$ cat src/rtl/vector_pkg.sv
// Shared definitions for the vector display-list sequencer.
// Holds the opcode values, command word field positions and the FSM state encoding.
// Helper functions extract the command fields so that no other file repeats the bit slicing.
package vector_pkg;

  localparam int CMD_W = 26;

  // Command word layout: [25:24] op, [23:12] x, [11:0] y
  localparam int OP_MSB = 25;
  localparam int OP_LSB = 24;
  localparam int X_MSB  = 23;
  localparam int X_LSB  = 12;
  localparam int Y_MSB  = 11;
  localparam int Y_LSB  = 0;

  localparam logic [1:0] OP_JUMP = 2'b00;
  localparam logic [1:0] OP_DRAW = 2'b01;
  localparam logic [1:0] OP_END  = 2'b10;
  localparam logic [1:0] OP_NOP  = 2'b11;

  typedef enum logic [3:0] {
    S_IDLE,
    S_FETCH,
    S_WAITDATA,
    S_DECODE,
    S_ISSUE,
    S_HOLD,
    S_WAITRDY,
    S_SETTLE,
    S_PARK,
    S_FRAMEWAIT
  } state_t;

  function automatic logic [1:0] cmd_op(input logic [CMD_W-1:0] w);
    return w[OP_MSB:OP_LSB];
  endfunction

  function automatic logic [11:0] cmd_x(input logic [CMD_W-1:0] w);
    return w[X_MSB:X_LSB];
  endfunction

  function automatic logic [11:0] cmd_y(input logic [CMD_W-1:0] w);
    return w[Y_MSB:Y_LSB];
  endfunction

endpackage

$ cat src/rtl/vector_sequencer_if.sv
// Bus bundle between the sequencer, its display-list RAM and the vector controller.
// RAM side: mem_rd/mem_addr out, mem_data back one cycle after mem_rd.
// Controller side: x/y target with jump/draw pulses out, ctrl_ready level back.
interface vector_sequencer_if #(
  parameter int ADDR_W = 10
);
  import vector_pkg::*;

  logic              mem_rd;
  logic [ADDR_W-1:0] mem_addr;
  logic [CMD_W-1:0]  mem_data;
  logic              ctrl_ready;
  logic [11:0]       x;
  logic [11:0]       y;
  logic              jump;
  logic              draw;

  // Sequencer side
  modport master (
    output mem_rd, mem_addr, x, y, jump, draw,
    input  mem_data, ctrl_ready
  );

  // RAM + controller side
  modport slave (
    input  mem_rd, mem_addr, x, y, jump, draw,
    output mem_data, ctrl_ready
  );

endinterface

$ cat src/rtl/seq_delay_counter.sv
// Loadable down-counter used for the post-pulse holdoff and the post-jump beam settle dwell.
// Ports: clk, reset (async active-low), load_i/load_val_i (load count), en_i (count), done_o.
// done_o is high on the last counted cycle, so a load of N keeps the owner waiting exactly N cycles (min 1).
module seq_delay_counter #(
  parameter int W = 7
) (
  input  logic         clk,
  input  logic         reset,
  input  logic         load_i,
  input  logic [W-1:0] load_val_i,
  input  logic         en_i,
  output logic         done_o
);

  logic [W-1:0] cnt_q, cnt_d;

  always_comb begin
    cnt_d = cnt_q;
    if (load_i) begin
      cnt_d = load_val_i;
    end else if (en_i && (cnt_q != '0)) begin
      cnt_d = cnt_q - 1'b1;
    end
  end

  always_ff @(posedge clk or negedge reset) begin
    if (!reset) begin
      cnt_q <= '0;
    end else begin
      cnt_q <= cnt_d;
    end
  end

  assign done_o = (cnt_q <= W'(1));

endmodule

$ cat src/rtl/vector_sequencer.sv
// Display-list sequencer: fetches commands, issues x/y with jump/draw pulses, settles, parks, restarts per frame tick.
// Latency: pulse appears 4 cycles after mem_rd (fetch, data, decode, issue); x/y/jump/draw/busy/frame_done are registered.
// Backpressure: waits on ctrl_ready before each pulse and again after the holdoff window; ready is ignored during holdoff.
// Ports: clk, reset (async active-low), enable, frame_tick, base_addr, bus (RAM + controller), busy, frame_done, overrun.
module vector_sequencer
  import vector_pkg::*;
#(
  parameter int          ADDR_W  = 10,
  parameter int          HOLDOFF = 2,
  parameter int          SETTLE  = 64,
  parameter logic [11:0] PARK_X  = 12'd2048,
  parameter logic [11:0] PARK_Y  = 12'd2048
) (
  input  logic              clk,
  input  logic              reset,
  input  logic              enable,
  input  logic              frame_tick,
  input  logic [ADDR_W-1:0] base_addr,
  vector_sequencer_if.master bus,
  output logic              busy,
  output logic              frame_done,
  output logic              overrun
);

  localparam int CNT_MAX = (HOLDOFF > SETTLE) ? HOLDOFF : SETTLE;
  localparam int CNT_W   = (CNT_MAX < 1) ? 1 : $clog2(CNT_MAX + 1);

  state_t             state_q, state_d;
  logic [ADDR_W-1:0]  addr_q, addr_d;
  logic [CMD_W-1:0]   cmd_q, cmd_d;
  logic [11:0]        x_q, x_d;
  logic [11:0]        y_q, y_d;
  logic               jump_q, jump_d;
  logic               draw_q, draw_d;
  logic               busy_q, busy_d;
  logic               done_q, done_d;
  logic               overrun_q, overrun_d;

  logic               cnt_load;
  logic [CNT_W-1:0]   cnt_val;
  logic               cnt_en;
  logic               cnt_done;

  seq_delay_counter #(.W(CNT_W)) u_delay (
    .clk        (clk),
    .reset      (reset),
    .load_i     (cnt_load),
    .load_val_i (cnt_val),
    .en_i       (cnt_en),
    .done_o     (cnt_done)
  );

  assign cnt_en = (state_q == S_HOLD) || (state_q == S_SETTLE);

  always_comb begin
    state_d   = state_q;
    addr_d    = addr_q;
    cmd_d     = cmd_q;
    x_d       = x_q;
    y_d       = y_q;
    jump_d    = 1'b0;
    draw_d    = 1'b0;
    busy_d    = busy_q;
    done_d    = 1'b0;
    overrun_d = overrun_q | (frame_tick & busy_q);
    cnt_load  = 1'b0;
    cnt_val   = CNT_W'(HOLDOFF);

    case (state_q)
      S_IDLE, S_FRAMEWAIT: begin
        // A tick coinciding with the frame_done pulse is dropped, not queued.
        if (enable && frame_tick && !done_q) begin
          addr_d  = base_addr;
          busy_d  = 1'b1;
          state_d = S_FETCH;
        end
      end
      S_FETCH: begin
        state_d = S_WAITDATA;
      end
      S_WAITDATA: begin
        cmd_d   = bus.mem_data;
        state_d = S_DECODE;
      end
      S_DECODE: begin
        case (cmd_op(cmd_q))
          OP_NOP: begin
            addr_d  = addr_q + 1'b1;
            state_d = S_FETCH;
          end
          OP_END:  state_d = S_PARK;
          default: state_d = S_ISSUE;
        endcase
      end
      S_ISSUE: begin
        if (bus.ctrl_ready) begin
          x_d      = cmd_x(cmd_q);
          y_d      = cmd_y(cmd_q);
          jump_d   = (cmd_op(cmd_q) == OP_JUMP);
          draw_d   = (cmd_op(cmd_q) == OP_DRAW);
          addr_d   = addr_q + 1'b1;
          cnt_load = 1'b1;
          state_d  = S_HOLD;
        end
      end
      S_PARK: begin
        // cmd_q keeps the END word, which marks this handshake as the park jump.
        if (bus.ctrl_ready) begin
          x_d      = PARK_X;
          y_d      = PARK_Y;
          jump_d   = 1'b1;
          cnt_load = 1'b1;
          state_d  = S_HOLD;
        end
      end
      S_HOLD: begin
        if (cnt_done) begin
          state_d = S_WAITRDY;
        end
      end
      S_WAITRDY: begin
        if (bus.ctrl_ready) begin
          case (cmd_op(cmd_q))
            OP_END: begin
              done_d  = 1'b1;
              busy_d  = 1'b0;
              state_d = S_FRAMEWAIT;
            end
            OP_JUMP: begin
              cnt_load = 1'b1;
              cnt_val  = CNT_W'(SETTLE);
              state_d  = S_SETTLE;
            end
            default: begin
              if (enable) begin
                state_d = S_FETCH;
              end else begin
                busy_d  = 1'b0;
                state_d = S_IDLE;
              end
            end
          endcase
        end
      end
      S_SETTLE: begin
        if (cnt_done) begin
          if (enable) begin
            state_d = S_FETCH;
          end else begin
            busy_d  = 1'b0;
            state_d = S_IDLE;
          end
        end
      end
      default: state_d = S_IDLE;
    endcase
  end

  always_ff @(posedge clk or negedge reset) begin
    if (!reset) begin
      state_q   <= S_IDLE;
      addr_q    <= '0;
      cmd_q     <= '0;
      x_q       <= '0;
      y_q       <= '0;
      jump_q    <= 1'b0;
      draw_q    <= 1'b0;
      busy_q    <= 1'b0;
      done_q    <= 1'b0;
      overrun_q <= 1'b0;
    end else begin
      state_q   <= state_d;
      addr_q    <= addr_d;
      cmd_q     <= cmd_d;
      x_q       <= x_d;
      y_q       <= y_d;
      jump_q    <= jump_d;
      draw_q    <= draw_d;
      busy_q    <= busy_d;
      done_q    <= done_d;
      overrun_q <= overrun_d;
    end
  end

  assign bus.mem_rd   = (state_q == S_FETCH);
  assign bus.mem_addr = addr_q;
  assign bus.x        = x_q;
  assign bus.y        = y_q;
  assign bus.jump     = jump_q;
  assign bus.draw     = draw_q;
  assign busy         = busy_q;
  assign frame_done   = done_q;
  assign overrun      = overrun_q;

endmodule

$ cat src/flat_wrapper.sv
// flat-port wrapper written by rule: the top's interface ports become plain ports
module vector_sequencer_flat import vector_pkg::*;
#(
  parameter int          ADDR_W  = 10,
  parameter int          HOLDOFF = 2,
  parameter int          SETTLE  = 64,
  parameter logic [11:0] PARK_X  = 12'd2048,
  parameter logic [11:0] PARK_Y  = 12'd2048
)
  (clk, reset, enable, frame_tick, base_addr, busy, frame_done, overrun, bus_mem_rd, bus_mem_addr, bus_x, bus_y, bus_jump, bus_draw, bus_mem_data, bus_ctrl_ready);
  vector_sequencer_if #(.ADDR_W(ADDR_W)) bus_i ();
  input  logic clk;
  input  logic reset;
  input  logic enable;
  input  logic frame_tick;
  input  logic [ADDR_W-1:0] base_addr;
  output logic busy;
  output logic frame_done;
  output logic overrun;
  output wire logic [$bits(bus_i.mem_rd)-1:0] bus_mem_rd;
  output wire logic [$bits(bus_i.mem_addr)-1:0] bus_mem_addr;
  output wire logic [$bits(bus_i.x)-1:0] bus_x;
  output wire logic [$bits(bus_i.y)-1:0] bus_y;
  output wire logic [$bits(bus_i.jump)-1:0] bus_jump;
  output wire logic [$bits(bus_i.draw)-1:0] bus_draw;
  input wire logic [$bits(bus_i.mem_data)-1:0] bus_mem_data;
  input wire logic [$bits(bus_i.ctrl_ready)-1:0] bus_ctrl_ready;
  assign bus_mem_rd = bus_i.mem_rd;
  assign bus_mem_addr = bus_i.mem_addr;
  assign bus_x = bus_i.x;
  assign bus_y = bus_i.y;
  assign bus_jump = bus_i.jump;
  assign bus_draw = bus_i.draw;
  assign bus_i.mem_data = bus_mem_data;
  assign bus_i.ctrl_ready = bus_ctrl_ready;
  vector_sequencer #(.ADDR_W(ADDR_W), .HOLDOFF(HOLDOFF), .SETTLE(SETTLE), .PARK_X(PARK_X), .PARK_Y(PARK_Y)) u_core (.clk(clk), .reset(reset), .enable(enable), .frame_tick(frame_tick), .base_addr(base_addr), .bus(bus_i), .busy(busy), .frame_done(frame_done), .overrun(overrun));
endmodule
$ cat config.mk
export PLATFORM = sky130hd
export DESIGN_NAME = vector_sequencer_flat
export DESIGN_NICKNAME = d
export VERILOG_FILES = /design/src/rtl/vector_pkg.sv /design/src/rtl/vector_sequencer_if.sv /design/src/rtl/seq_delay_counter.sv /design/src/rtl/vector_sequencer.sv /design/src/flat_wrapper.sv
export SDC_FILE = /design/constraint.sdc
export NUM_CORES = 1
export LEC_CHECK = 0
export BUFFER_PORTS_ARGS = -buffer_cell sky130_fd_sc_hd__clkbuf_2
export CAP_MARGIN = 20
export CORE_MARGIN = 2
export CORE_UTILIZATION = 40
export DETAILED_ROUTE_END_ITERATION = 6
export REMOVE_ABC_BUFFERS = 1
export SLEW_MARGIN = 5
export SYNTH_ARGS = -nofsm -noshare
export SYNTH_HDL_FRONTEND = slang
export SYNTH_SLANG_ARGS = --single-unit
$ cat constraint.sdc
create_clock -name clk -period 1.7 [get_ports clk]
set_input_delay 0.17 -clock clk [delete_from_list [all_inputs] [get_ports clk]]
set_output_delay 0.17 -clock clk [all_outputs]
set_load 0.01 [all_outputs]
; Word level (Yosys, flattened, before mapping)
; Cells that the tools add are included.
[word_totals]
regBits = 76
input_bits = 41
word_cells = 95
[op_classes]
add_sub_neg = 2
n_lt_le_gt_ge = 1
n_eq_ne = 21
n_mux = 40
n_bitwise = 2
n_reduce_logical = 18
[op_table]
columns = op, count
row1 = $pmux 12 s2, 2
row2 = $mux 12, 3
row3 = $mux 7, 5
row4 = $pmux 4 s8, 1
row5 = $mux 10, 3
row6 = $pmux 10 s3, 1
row7 = $mux 4, 5
row8 = $eq 4x3->1 const B, 4
row9 = $pmux 4 s2, 2
row10 = $mux 1, 14
row11 = $add 10x1->10 const B, 1
row12 = $ne 2x1->1 const B, 5
row13 = $reduce_and 5->1, 2
row14 = $eq 4x2->1 const B, 2
row15 = $eq 4x4->1 const B, 2
row16 = $ne 2x2->1 const B, 4
row17 = $le 7x1->1 const B, 1
row18 = $reduce_bool 7->1, 1
row19 = $sub 7x1->7 const B, 1
row20 = $pmux 1 s2, 3
row21 = $reduce_bool 3->1, 2
row22 = $eq 2x2->1 const B, 2
row23 = $eq 4x1->1 const B, 1
row24 = $logic_not 4->1, 1
row25 = 12 further kinds, 16

; Logic depth before layout (Yosys ltp)
; Gate-level depths: netlist (run 1).
[logic_depth]
word_depth = 5
mapped_depth = 7

; Modules after synthesis
; Synthesis (run 1) repeated with hierarchy kept, for this count alone.
[hier_totals]
hier_cells = 397
hier_area_um2 = 3970.1
[modules_own_cells]
columns = mod, instances, cells_per_inst, area_per_inst_um2, seq_area_each_um2
row1 = vector_sequencer, 1, 340, 3480.8, 1726.7
row2 = seq_delay_counter, 1, 57, 489.2, 175.2

; Worst setup path before layout (run 1)
; No wires, ideal clock.
[synth_path]
kind = reg-to-reg
start = reg u_core.state_q[0]
end = reg u_core.cmd_q[15]
t_arrival_ps = 1636
slack_ps = -60
path_stages_with_launch = 7
n_path_buf = 3
path_cell_list = dfrtp_1 > buf_2 > nor2b_1 > and3_1 > buf_2 > buf_2 > mux2_2
[synth_via]
elab_chain_len = 1
[synth_lines]
columns = item, line
row1 = "start, declared", vector_sequencer.sv:28  ; state_t state_q, state_d;
row2 = "start signal, assigned", vector_sequencer.sv:172  ; state_q <= state_d;
row3 = $eq 4x2->1, vector_sequencer.sv:69  ; case (state_q)
row4 = "end signal, assigned", vector_sequencer.sv:174  ; cmd_q <= cmd_d;
row5 = "end, declared", vector_sequencer.sv:30  ; logic [CMD_W-1:0] cmd_q, cmd_d;
; Every way passes these cells.
; A chain may end at the register's enable or synchronous reset.

; Worst setup path in the final report (run 1)
[layout_path]
start = reg u_core.state_q[1]
end = reg u_core.addr_q[0] (netlist: u_core.bus.mem_addr[0])
[layout_via]
elab_chain_len = 4
word_cells_on_any_way = 11
cone_classes = eq/ne: 6 / mux: 1 / reduce/logical: 4
[layout_lines]
columns = item, line
row1 = $eq 4x4->1 / $logic_not 4->1 (equally long branches), vector_sequencer.sv:69
row2 = $reduce_or 2->1, vector_sequencer.sv:69
row3 = $ne 2x1->1 (no source line) / $reduce_bool 3->1 (equally long branches), --
row4 = $reduce_and 4->1 (no source line), --
row5 = "end signal, assigned", vector_sequencer.sv:173  ; addr_q <= addr_d;
row6 = "end, declared", vector_sequencer.sv:29  ; logic [ADDR_W-1:0] addr_q, addr_d;
; Parallel ways exist; a longest one is shown, timed or not.

==> results of run 1 <==
-- per-layer routing --
metal  vias to the layer above  share of wire (%)  GRT usage [%]
li1                       1453                  -              -
met1                      1505                 44          25.57
met2                        95                 50          31.14
met3                        10                5.9          4.653
met4                         0               0.97          5.983
met5                         -                  0              0
-- cell usage after synthesis (all sizes together) (4+ instances only) --
cell type   n  area share [%]
mux2       28             8.9
and3        6             1.1
nand2      10             1.1
a31oi       6             1.1
nand3       9             1.3
nor3        7            0.99
ha          4             1.4
a21oi      12             1.9
o22ai       4            0.71
clkbuf      5            0.53
dfrtp      76              54
o21ai      17             2.4
inv         8            0.85
buf        13             2.1
o221a       4             1.3
nor2       29             3.1
a22o       24             5.9
-- area by class of cell --
cell class | count | area share (%)
well taps | 108 | 2.680
clock buffers | 11 | 2.605
inverters | 8 | 0.6452
clock inverters | 5 | 1.241
multi-input cells | 208 | 34.84
flip-flops and latches | 76 | 37.82
repair buffers | 151 | 20.17
-- metrics by stage --
stage	setup WS [ns]	TNS (ns)	hold slack (ns)
4_1_cts	-0.04897	-0.3175	0.03678
3_3_place_gp	-0.08782	-1.769	0.1187
5_1_grt	-0.1425	-1.504	0.04787
6_report	-0.08505	-0.6196	0.05024
2_1_floorplan	-0.4665	-21.51	-0.1256
3_5_place_dp	-0.1167	-2.499	0.1195
-- power by group --
group	switching [mW]	internal [mW]	total, mW	leakage, nW
logic	2.68	3.13	5.81	1.33
clock network	0.685	0.685	1.37	0.0897
registers	0.670	2.64	3.31	0.919
-- registers in the layout (all words and copies together), names as in the netlist --
signal and cells:
u_core.bus.jump 1, u_core.overrun 1, u_core.bus.y 12, u_core.state_q 4, u_core.u_delay.cnt_q 7, u_core.bus.draw 1
u_core.cmd_q 26, u_core.bus.x 12, u_core.busy 1, u_core.bus.mem_addr 10, u_core.frame_done 1
-- worst min-delay path by stage --
stage	start	endpoint	cells after the start
global placement	reset	u_core.bus.mem_addr[9]	1
detailed placement	reset	u_core.bus.mem_addr[9]	1
CTS	frame_tick	u_core.overrun	2
global route	bus_mem_data[23]	u_core.cmd_q[23]	2
floorplan	reset	u_core.bus.draw	0
finish	frame_tick	u_core.overrun	2
-- worst register-to-register path, delay by kind of cell (launching register included) --
family                 cells  cell delay [ns]
buffers and inverters      2             0.32
DFF                        1             0.47
AOI/OAI and AO/OA          4             0.89
-- timing repair --
action | CTS | global route
hold endpoints to repair | 26 | 0
hold buffers | 1 | 0
gates resized for setup | 35 | 42
endpoints found under the setup margin | 44 | 70
cloned | 0 | 1
pin swaps | 11 | 12
setup buffers | 10 | 8
-- kinds of logic after synthesis --
group                    Yosys count
AO/OA/AOI/OAI                     94
multiplexers                      28
adder cells (fa/ha/maj)            4
XOR/XNOR                           3
buffers and inverters             26
AND/OR/NAND/NOR                   79
flip-flops                        76
==> results.tsv, run 1 <==
stage	metric	value	unit
worst_setup_path	worst_path_most_repeated_cell	buf_4	
floorplanning	rows	34	
grt	grt_overflow	0	
worst_setup_path	path_buf_inv	2	
worst_setup_path	worstPathCellList	buf_4 -> buf_4 -> a32oi_2 -> o21a_1 -> o21ai_2 -> a221o_1	
layout	multi_input_area	0.001757	mm2
route	drc	0	
run_status	violations	negative setup slack	
synthesis	yosys.area_share.simple	11.54	%
layout	syn2layout_area_growth	42.71	%
synthesis	muxShareOfSynthArea	8.924	%
floorplanning	start_util	40.92	%
layout	regArea	0.001907	mm2
route	num_vias	3063	
worst_setup_path	r2r_start	u_core.state_q[1]	
worst_setup_path	path_delay_family	compound AO/OA/AOI/OAI gates	
power	total_power	10.49	mW
synthesis	synth_compound_area_share	20.04	%
synthesis	synth_cells	310	
synthesis	synth_top_family_by_area	compound AO/OA/AOI/OAI gates	
worst_hold_path	hp-class	in2reg	
synthesis	yosysSeqAreaShare	53.82	%
worst_setup_path	cp.depth	6	
worst_setup_path	r2r-end	u_core.bus.mem_addr[0]	
power	peakVddDrop	0.8394	mV
power	pwr_density_cell	2081	mW/mm2
layout	final_common_cell	clkbuf_2	
synthesis	async_flop_share	100.0	%
placed_design	placed_area	0.004373	mm2
grt	antenna_found_initial	0	
synthesis	ys.flop_type	dfrtp_1	
route	drt_first_pass_iters	4	
worst_setup_path	crit_type	reg2reg	
clocking	clkLatencyLatePin	0.34	ns
worst_setup_path	rr_worst_depth	6	
grt	grt_max_degree	31	
layout	fin_nets	499	
worst_setup_path	cp-endpoint	u_core.bus.mem_addr[0]	
worst_setup_path	max_stage_delay	0.47	ns
synthesis	netlist_area	0.003533	mm2
route	drt_iter0_drc	151	
synthesis	synth-xor-area-share	0.7436	%
worst_setup_path	regToRegSetupSlack	-0.09	ns
synthesis	avgSynthCellArea	11.40	um2
run	drv_cap	0	
clocking	cts_tree	done	
layout	drive_gt1_share	53.16	%
grt	gr-usage-all-layers	19.20	%
clocking	cts_sinks	76	
timing	fin_crit_sh	105.0	%
clocking	cts.clk_slew.worst_paths	0.09	ns
timing	relSlewSlack	69.02	%
worst_setup_path	cp_slowest_cell	dfrtp_2	
layout	layout_common_cells	78 x clkbuf_2, 72 x dfrtp_1, 56 x buf_4, 27 x mux2_2, 26 x nor2_1	
layout	fin_area	0.005042	mm2
layout	fillers	753	
placed_design	post-dp-hpwl	6198	um
timing	setup_viol	12	
floorplanning	core_area	0.008636	mm2
floorplanning	io_pins	81	
floorplanning	die_w	97.99	um
worst_setup_path	path_max_fanout	7	
timing	fin_ws	-0.08505	ns
synthesis	yosys.area_share.adder	1.416	%
route	postRouteAntennaNets	0	
timing	rsz0062_at_grt	yes	
layout	final_util	58.39	%
synthesis	synth_seq_cells	76	
worst_setup_path	startpoint_type	flop	
layout	final-instance-count-excl-fill	567	
timing	fin_worst_skew	0.009834	ns
timing	worst_pin_slew	0.4611	ns
layout	num_antenna_cells	0	
grt	grt_pass1_vias	3070	
synthesis	synth_cell_types	55	
run_status	status	finished with violations	
route	via_per_inst	5.402	
placed_design	io_buffers	80	
worst_setup_path	startpoint	u_core.state_q[1]	
timing	slew_violations	0	
worst_setup_path	end_kind	flop	
clocking	clk_path_buf_depth	2	
worst_setup_path	arrival	2.02	ns
grt	grt_pass1_wl	15010	um
placed_design	dp_cells	531	
placed_design	gp_routability_congestion	0.8462	
clocking	numCtsBuffers	9	
worst_setup_path	required	1.93	ns
synthesis	synth_edf_count	0	
floorplanning	die-area	0.009601	mm2
route	post_drt_wl_per_cell	16.85	um
timing	report.final.hold_viol_count	0	
timing	max_freq	560.2	MHz
synthesis	ys.warnings.count	0	
power	p_leak	2.340	nW
clocking	htreeDepth	3	
floorplanning	fp.dieH	97.99	um
route	wl	9555	um
timing	period_needed	1.785	ns
clocking	clockRootBuffer	clkbuf_8	
No activity file was read; power rests on OpenSTA's default activity.
==> run 2, diff against run 1 <==
Settings changed: BUFFER_PORTS_ARGS -buffer_cell sky130_fd_sc_hd__clkbuf_2 to -buffer_cell sky130_fd_sc_hd__buf_2, MAX_ROUTING_LAYER set to met4, SETUP_SLACK_MARGIN set to 0.4.
==> run 2 against run 1 <==
  * The run still ends with negative setup slack left
  * Clock skew is 0.0065 ns higher
  * Cell area is 7.8% higher
  * Power is 7.3% higher
  * Non-clock buffer count is 12 higher
  * Sequential power is 2% higher
  * Wire length is 11% higher
  * First-iteration DRC count is 33% higher
  * Worst hold slack worse by 0.010 ns
  * Sequential cell count stayed put
  * Via count is 4.7% higher
  * Critical path depth stayed put
  * Sequential share of layout area is 2.7 points lower
  * Critical endpoint unchanged
==> results.tsv, run 2 (synthesis results as in run 1) <==
stage	metric	value	unit	change
run_status	status	finished with violations		
run_status	violations	negative setup slack		
worst_setup_path	rr_worst_depth	6		unchanged
floorplanning	core_area	0.008636	mm2	unchanged
route	drc	0		unchanged
route	postRouteAntennaNets	0		unchanged
layout	num_antenna_cells	0		unchanged
grt	grt_max_degree	33		+6.5%
timing	timing.hold.ws	0.04029	ns	-0.009957 ns
clocking	cts.clk_slew.worst_paths	0.09	ns	about the same
layout	final-instance-count-excl-fill	580		+2.3%
timing	fin_crit_sh	105.3	%	+0.34 points
run	drv_cap	0		unchanged
grt	grt_pass1_wl	16450	um	+9.6%
route	wl	10580	um	+11%
worst_setup_path	crit_type	reg2reg		
placed_design	dp_slack	-0.1404	ns	-0.02367 ns
layout	fin_area	0.005438	mm2	+7.8%
worst_setup_path	regToRegSetupSlack	-0.09	ns	about the same
placed_design	placed_area	0.004383	mm2	+0.23%
worst_setup_path	arrival	2.03	ns	about the same
timing	relSlewSlack	70.25	%	+1.2 points
floorplanning	die-area	0.009601	mm2	unchanged
grt	antenna_found_initial	0		unchanged
grt	grt_overflow	0		unchanged
layout	layout_common_cells	80 x buf_2, 71 x dfrtp_1, 52 x buf_4, 27 x mux2_2, 26 x nor2_1		
worst_setup_path	startpoint	u_core.frame_done		
timing	period_needed	1.791	ns	+0.005807 ns
grt	grt_pass1_vias	3334		+8.6%
route	num_vias	3207		+4.7%
layout	regMostFlops	u_core.cmd_q		
placed_design	gp_routability_congestion	0.8551		+1.1%
placed_design	dp_cells	529		-0.38%
clocking	clockRootBuffer	clkbuf_8		
clocking	numCtsBuffers	9		unchanged
layout	final_common_cell	buf_2		
clocking	cts_sinks	76		unchanged
worst_setup_path	required	1.93	ns	about the same
placed_design	post-dp-hpwl	6156	um	-0.68%
timing	setup_viol	35		+23
worst_setup_path	path_max_fanout	3		-4
timing	rsz0062_at_grt	yes		
timing	fin_worst_skew	0.01629	ns	+0.006455 ns
timing	max_freq	558.4	MHz	-0.32%
clocking	clkLatencyLatePin	0.35	ns	about the same
worst_setup_path	cp_slowest_cell	dfrtp_1		
worst_setup_path	worstPathCellList	nand3b_1 -> buf_4 -> a32oi_4 -> o21a_1 -> o21ai_2 -> a221o_1		
worst_setup_path	end_kind	flop		
power	p_leak	2.488	nW	+6.3%
worst_setup_path	r2r-end	u_core.bus.mem_addr[0]		
clocking	cts_tree	done		
route	via_per_inst	5.529		+2.4%
grt	gr-usage-all-layers	21.83	%	+2.6 points
worst_hold_path	min_to	u_core.overrun		
layout	largest_register_ffs	26		unchanged
layout	drive_gt1_share	56.57	%	+3.4 points
power	peakVddDrop	0.8518	mV	+1.5%
worst_setup_path	r2r_start	u_core.frame_done		
worst_hold_path	hp-class	in2reg		
clocking	htreeDepth	3		unchanged
layout	syn2layout_area_growth	53.90	%	
timing	worst_pin_slew	0.4462	ns	-0.01496 ns
placed_design	io_buffers	80		unchanged
floorplanning	die_w	97.99	um	unchanged
timing	setup_tns	-0.8543	ns	-0.2347 ns
floorplanning	rows	34		unchanged
worst_setup_path	startpoint_type	flop		
route	post_drt_wl_per_cell	18.24	um	+8.2%
power	total_power	11.25	mW	+7.3%
clocking	clk_path_buf_depth	2		unchanged
route	drt_iter0_drc	201		+33%
layout	final_util	62.97	%	+4.6 points
timing	fin_ws	-0.09086	ns	-0.005807 ns
layout	fin_nets	512		+2.6%
floorplanning	fp.dieH	97.99	um	unchanged
worst_hold_path	holdCritStartpoint	frame_tick		
worst_hold_path	hold_depth	2		unchanged
timing	report.final.hold_viol_count	0		unchanged
power	pwr_density_cell	2070	mW/mm2	-0.52%
floorplanning	start_util	40.92	%	unchanged
floorplanning	io_pins	81		unchanged
timing	slew_violations	0		unchanged
worst_setup_path	max_stage_delay	0.38	ns	-0.09 ns
route	drt_first_pass_iters	5		+1
run 2: layout make-up:
| cell class | instances | area [um2] |
|---|---|---|
| Timing Repair Buffer | 163 | 1282 |
| Fill cell | 661 | 3198 |
| Multi-Input combinational cell | 209 | 1869 |
| Tap cell | 108 | 135.1 |
| Clock inverter | 7 | 86.33 |
| Clock buffer | 9 | 123.9 |
| Sequential cell | 76 | 1908 |
| Inverter | 8 | 32.53 |
run 2: worst max-delay path, delay by kind of cell, from the launching register on:
kind	cells	cell delay, ns
and+or+nand+nor	1	0.23
AOI/OAI and AO/OA	4	0.88
DFF	1	0.38
buffers and inverters	1	0.19
run 2: worst max path at each step:
stage / to / cells past startpoint
finish: u_core.bus.mem_addr[0] / 6
global route: u_core.bus.mem_addr[0] / 6
CTS: u_core.bus.mem_addr[4] / 5
detailed placement: u_core.u_delay.cnt_q[5] / 6
global placement: u_core.u_delay.cnt_q[4] / 6
floorplan: u_core.cmd_q[0] / 3
run 2: power breakdown:
group          switching [mW]  leakage (nW)  total (mW)  internal (mW)
Sequential              0.711         0.916        3.36           2.65
Clock                   0.787         0.105        1.50          0.715
Combinational            2.95          1.47        6.40           3.45
Total                    4.45          2.49        11.3           6.81
run 2: what timing repair did:
item	in CTS	in global routing
endpoints found under the hold margin	29	0
resized for setup	70	37
gates cloned	5	2
setup buffers	20	7
endpoints found under the setup margin	75	76
hold buffers	1	0
pin swaps	50	20
run 2: layer usage:
layer / GRT usage (%) / vias to the layer above / part of all wire [%]
met4: 7.479 / 0 / 2.1
met2: 34.93 / 110 / 50
li1: - / 1477 / -
met3: 4.295 / 19 / 5.3
met1: 27.85 / 1601 / 43
met5: - / - / 0
==> run 3, diff against run 2 <==
--- a/config.mk
+++ b/config.mk
@@ -15,2 +15,3 @@
 export SETUP_SLACK_MARGIN = 0.4
+export SKIP_CTS_REPAIR_TIMING = 1
 export SLEW_MARGIN = 5
==> constraint.sdc (replaced) <==
create_clock -name clk -period 1.7 [get_ports clk]
set_input_delay 0 -clock clk [delete_from_list [all_inputs] [get_ports clk]]
set_output_delay 0 -clock clk [all_outputs]
set_load 0.01 [all_outputs]
==> run 3 against run 2 <==
  * The run still ends with negative setup slack left
  * Core utilization rose by 0.77 points
  * Wire length fell by 5.1%
  * First-iteration DRC count fell by 26%
  * Clock skew barely moved
  * Critical path type unchanged
==> results.tsv, run 3 (synthesis results as in run 1) <==
stage	metric	value	unit	change
clocking	clk_path_buf_depth	2		unchanged
worst_setup_path	cp_slowest_cell	or4b_4		
timing	slew_violations	0		unchanged
clocking	cts.clk_slew.worst_paths	0.09	ns	about the same
layout	num_antenna_cells	0		unchanged
clocking	numCtsBuffers	9		unchanged
placed_design	gp_routability_congestion	0.8613		+0.73%
layout	drive_gt1_share	47.47	%	-9.1 points
timing	fin_crit_sh	106.5	%	+1.1 points
layout	regMostFlops	u_core.cmd_q		
layout	final_common_cell	buf_2		
floorplanning	rows	34		unchanged
route	post_drt_wl_per_cell	16.65	um	-8.7%
timing	max_freq	552.6	MHz	-1.0%
power	pwr_density_cell	1980	mW/mm2	-4.3%
clocking	clockRootBuffer	clkbuf_8		
route	drt_iter0_drc	149		-26%
power	switching_share	37.97	%	-1.5 points
timing	fin_worst_skew	0.01583	ns	-0.0004547 ns
timing	timing.hold.ws	0.07101	ns	+0.03072 ns
worst_setup_path	path_delay_family	simple AND/OR/NAND/NOR gates		
grt	antenna_found_initial	0		unchanged
clocking	cts_tree	done		
layout	layout_common_cells	79 x buf_2, 72 x dfrtp_1, 55 x buf_4, 39 x dlygate4sd3_1, 29 x nor2_1		
worst_hold_path	hp-class	in2reg		
timing	period_needed	1.810	ns	+0.01882 ns
clocking	cts_sinks	76		unchanged
route	postRouteAntennaNets	0		unchanged
worst_setup_path	cp.depth	5		-1
worst_setup_path	required	2.01	ns	+0.08 ns
worst_setup_path	startpoint	u_core.state_q[0]		
grt	grt_max_degree	44		+33%
layout	largest_register_ffs	26		unchanged
floorplanning	core_area	0.008636	mm2	unchanged
floorplanning	io_pins	81		unchanged
placed_design	dp_slack	-0.1175	ns	+0.02284 ns
floorplanning	start_util	40.92	%	unchanged
power	peakVddDrop	0.9710	mV	+14%
timing	worst_pin_slew	0.4627	ns	+0.01651 ns
floorplanning	fp.dieH	97.99	um	unchanged
route	via_per_inst	5.368		-2.9%
placed_design	placed_area	0.004368	mm2	-0.34%
worst_setup_path	regToRegSetupSlack	-0.11	ns	-0.02 ns
layout	fillers	664		+0.45%
placed_design	post-dp-hpwl	5893	um	-4.3%
worst_setup_path	worstPathCellList	or4b_4 -> a2bb2oi_4 -> and3_4 -> o21ai_1 -> o221a_2		
grt	grtUsageMet2	29.56	%	-5.4 points
layout	final_util	63.74	%	+0.77 points
worst_setup_path	startpoint_type	flop		
worst_hold_path	hold_depth	4		+2
timing	relSlewSlack	69.15	%	-1.1 points
worst_setup_path	r2r-end	u_core.bus.mem_addr[7]		
worst_setup_path	rr_worst_depth	5		-1
worst_setup_path	r2r_start	u_core.state_q[0]		
run_status	violations	negative setup slack		
worst_setup_path	max_stage_delay	0.60	ns	+0.22 ns
floorplanning	die_w	97.99	um	unchanged
grt	grt_pass1_wl	14080	um	-14%
power	p_sw	4.137	mW	-7.0%
power	clockPowerShare	13.3	%	about the same
placed_design	io_buffers	80		unchanged
timing	rsz0062_at_grt	yes		
grt	met3_usage	5.154	%	+0.86 points
power	p_leak	2.565	nW	+3.1%
run_status	status	finished with violations		
timing	setup_viol	13		-63%
grt	gr-usage-all-layers	18.57	%	-3.3 points
timing	fin_ws	-0.1097	ns	-0.01882 ns
clocking	htreeDepth	3		unchanged
route	num_vias	3237		+0.94%
route	drc	0		unchanged
clocking	clkLatencyLatePin	0.36	ns	about the same
grt	grt_util_met1	23.83	%	-4.0 points
layout	regArea	0.001907	mm2	about the same
layout	multi_input_area	0.001805	mm2	-3.4%
power	sequentialPowerShare	30.7	%	+0.9 points
layout	fin_nets	535		+4.5%
route	drt_first_pass_iters	5		unchanged
worst_setup_path	end_kind	flop		
run	drv_cap	0		unchanged
power	p_int	6.760	mW	-0.70%
power	total_power	10.90	mW	-3.2%
grt	grt_pass1_vias	3004		-9.9%
worst_setup_path	path_buf_inv	0		-1
route	wl	10040	um	-5.1%
timing	report.final.hold_viol_count	0		unchanged
grt	grt_overflow	0		unchanged
worst_setup_path	crit_type	reg2reg		
floorplanning	die-area	0.009601	mm2	unchanged
layout	fin_area	0.005504	mm2	+1.2%
layout	syn2layout_area_growth	55.77	%	
worst_setup_path	path_max_fanout	8		+5
grt	top_usage_layer	met2		
worst_setup_path	arrival	2.11	ns	+0.08 ns
worst_setup_path	cp-endpoint	u_core.bus.mem_addr[7]		
power	pwr-share-comb	56.0	%	-0.8 points
-- run 3: cell types whose count changed in the layout (fill, tap and decap cells not counted), moves of 4 or more --
| cell | delta |
|---|---|
| buf_16 | -4 |
| buf_6 | -12 |
| dlygate4sd3_1 | +38 |
| mux2_2 | -25 |
| mux2_4 | +25 |
| o21ai_0 | +6 |
| o21ai_1 | -4 |
-- run 3: layout make-up --
type,instances,share of cell area (%)
well taps,108,2.455
multi-input cells,209,32.80
repair buffers,186,25.80
clock buffers,9,2.251
inverters,8,0.5910
clock inverters,7,1.455
flip-flops and latches,76,34.64
-- run 3: how the worst min path moves through the flow --
stage | from | end | slack (ns)
after CTS | reset | u_core.bus.mem_addr[9] | -0.41
after global routing | bus_ctrl_ready | u_core.bus.draw | 0.1
after floorplan | reset | u_core.bus.draw | -0.30
after global placement | reset | u_core.bus.mem_addr[9] | -0.02
after detailed placement | reset | u_core.bus.mem_addr[9] | -0.02
final | enable | u_core.busy | 0.07
-- run 3: stage by stage --
stage	cells	TNS, ns
2_1_floorplan	292	-21.51
3_3_place_gp	527	-2.094
3_5_place_dp	527	-2.098
4_1_cts	543	-2.765
5_1_grt	603	-2.550
6_report	603	-0.9198
-- run 3: layer usage --
metal  vias to the layer above  share of wire [%]  wire length [um]
met4                         0                1.0               103
met2                        98                 50              5042
met3                        16                5.2               526
li1                       1528                  -                 -
met5                         -                  0                 0
met1                      1595                 44              4368
-- run 3: power groups by stage --
| stage | registers, mW | clock network (mW) | logic, mW |
|---|---|---|---|
| floorplan | 3.44 | 0 | 2.44 |
| global placement | 3.25 | 0 | 4.56 |
| detailed placement | 3.27 | 0 | 4.63 |
| CTS | 3.25 | 1.48 | 4.65 |
| global route | 3.46 | 1.55 | 6.60 |
| finish | 3.35 | 1.45 | 6.10 |
-- run 3: worst min-delay path, stage by stage --
cell and delay [ns]:
buf_2 0.12, o21ba_2 0.15, o31ai_1 0.06, nand2_1 0.05
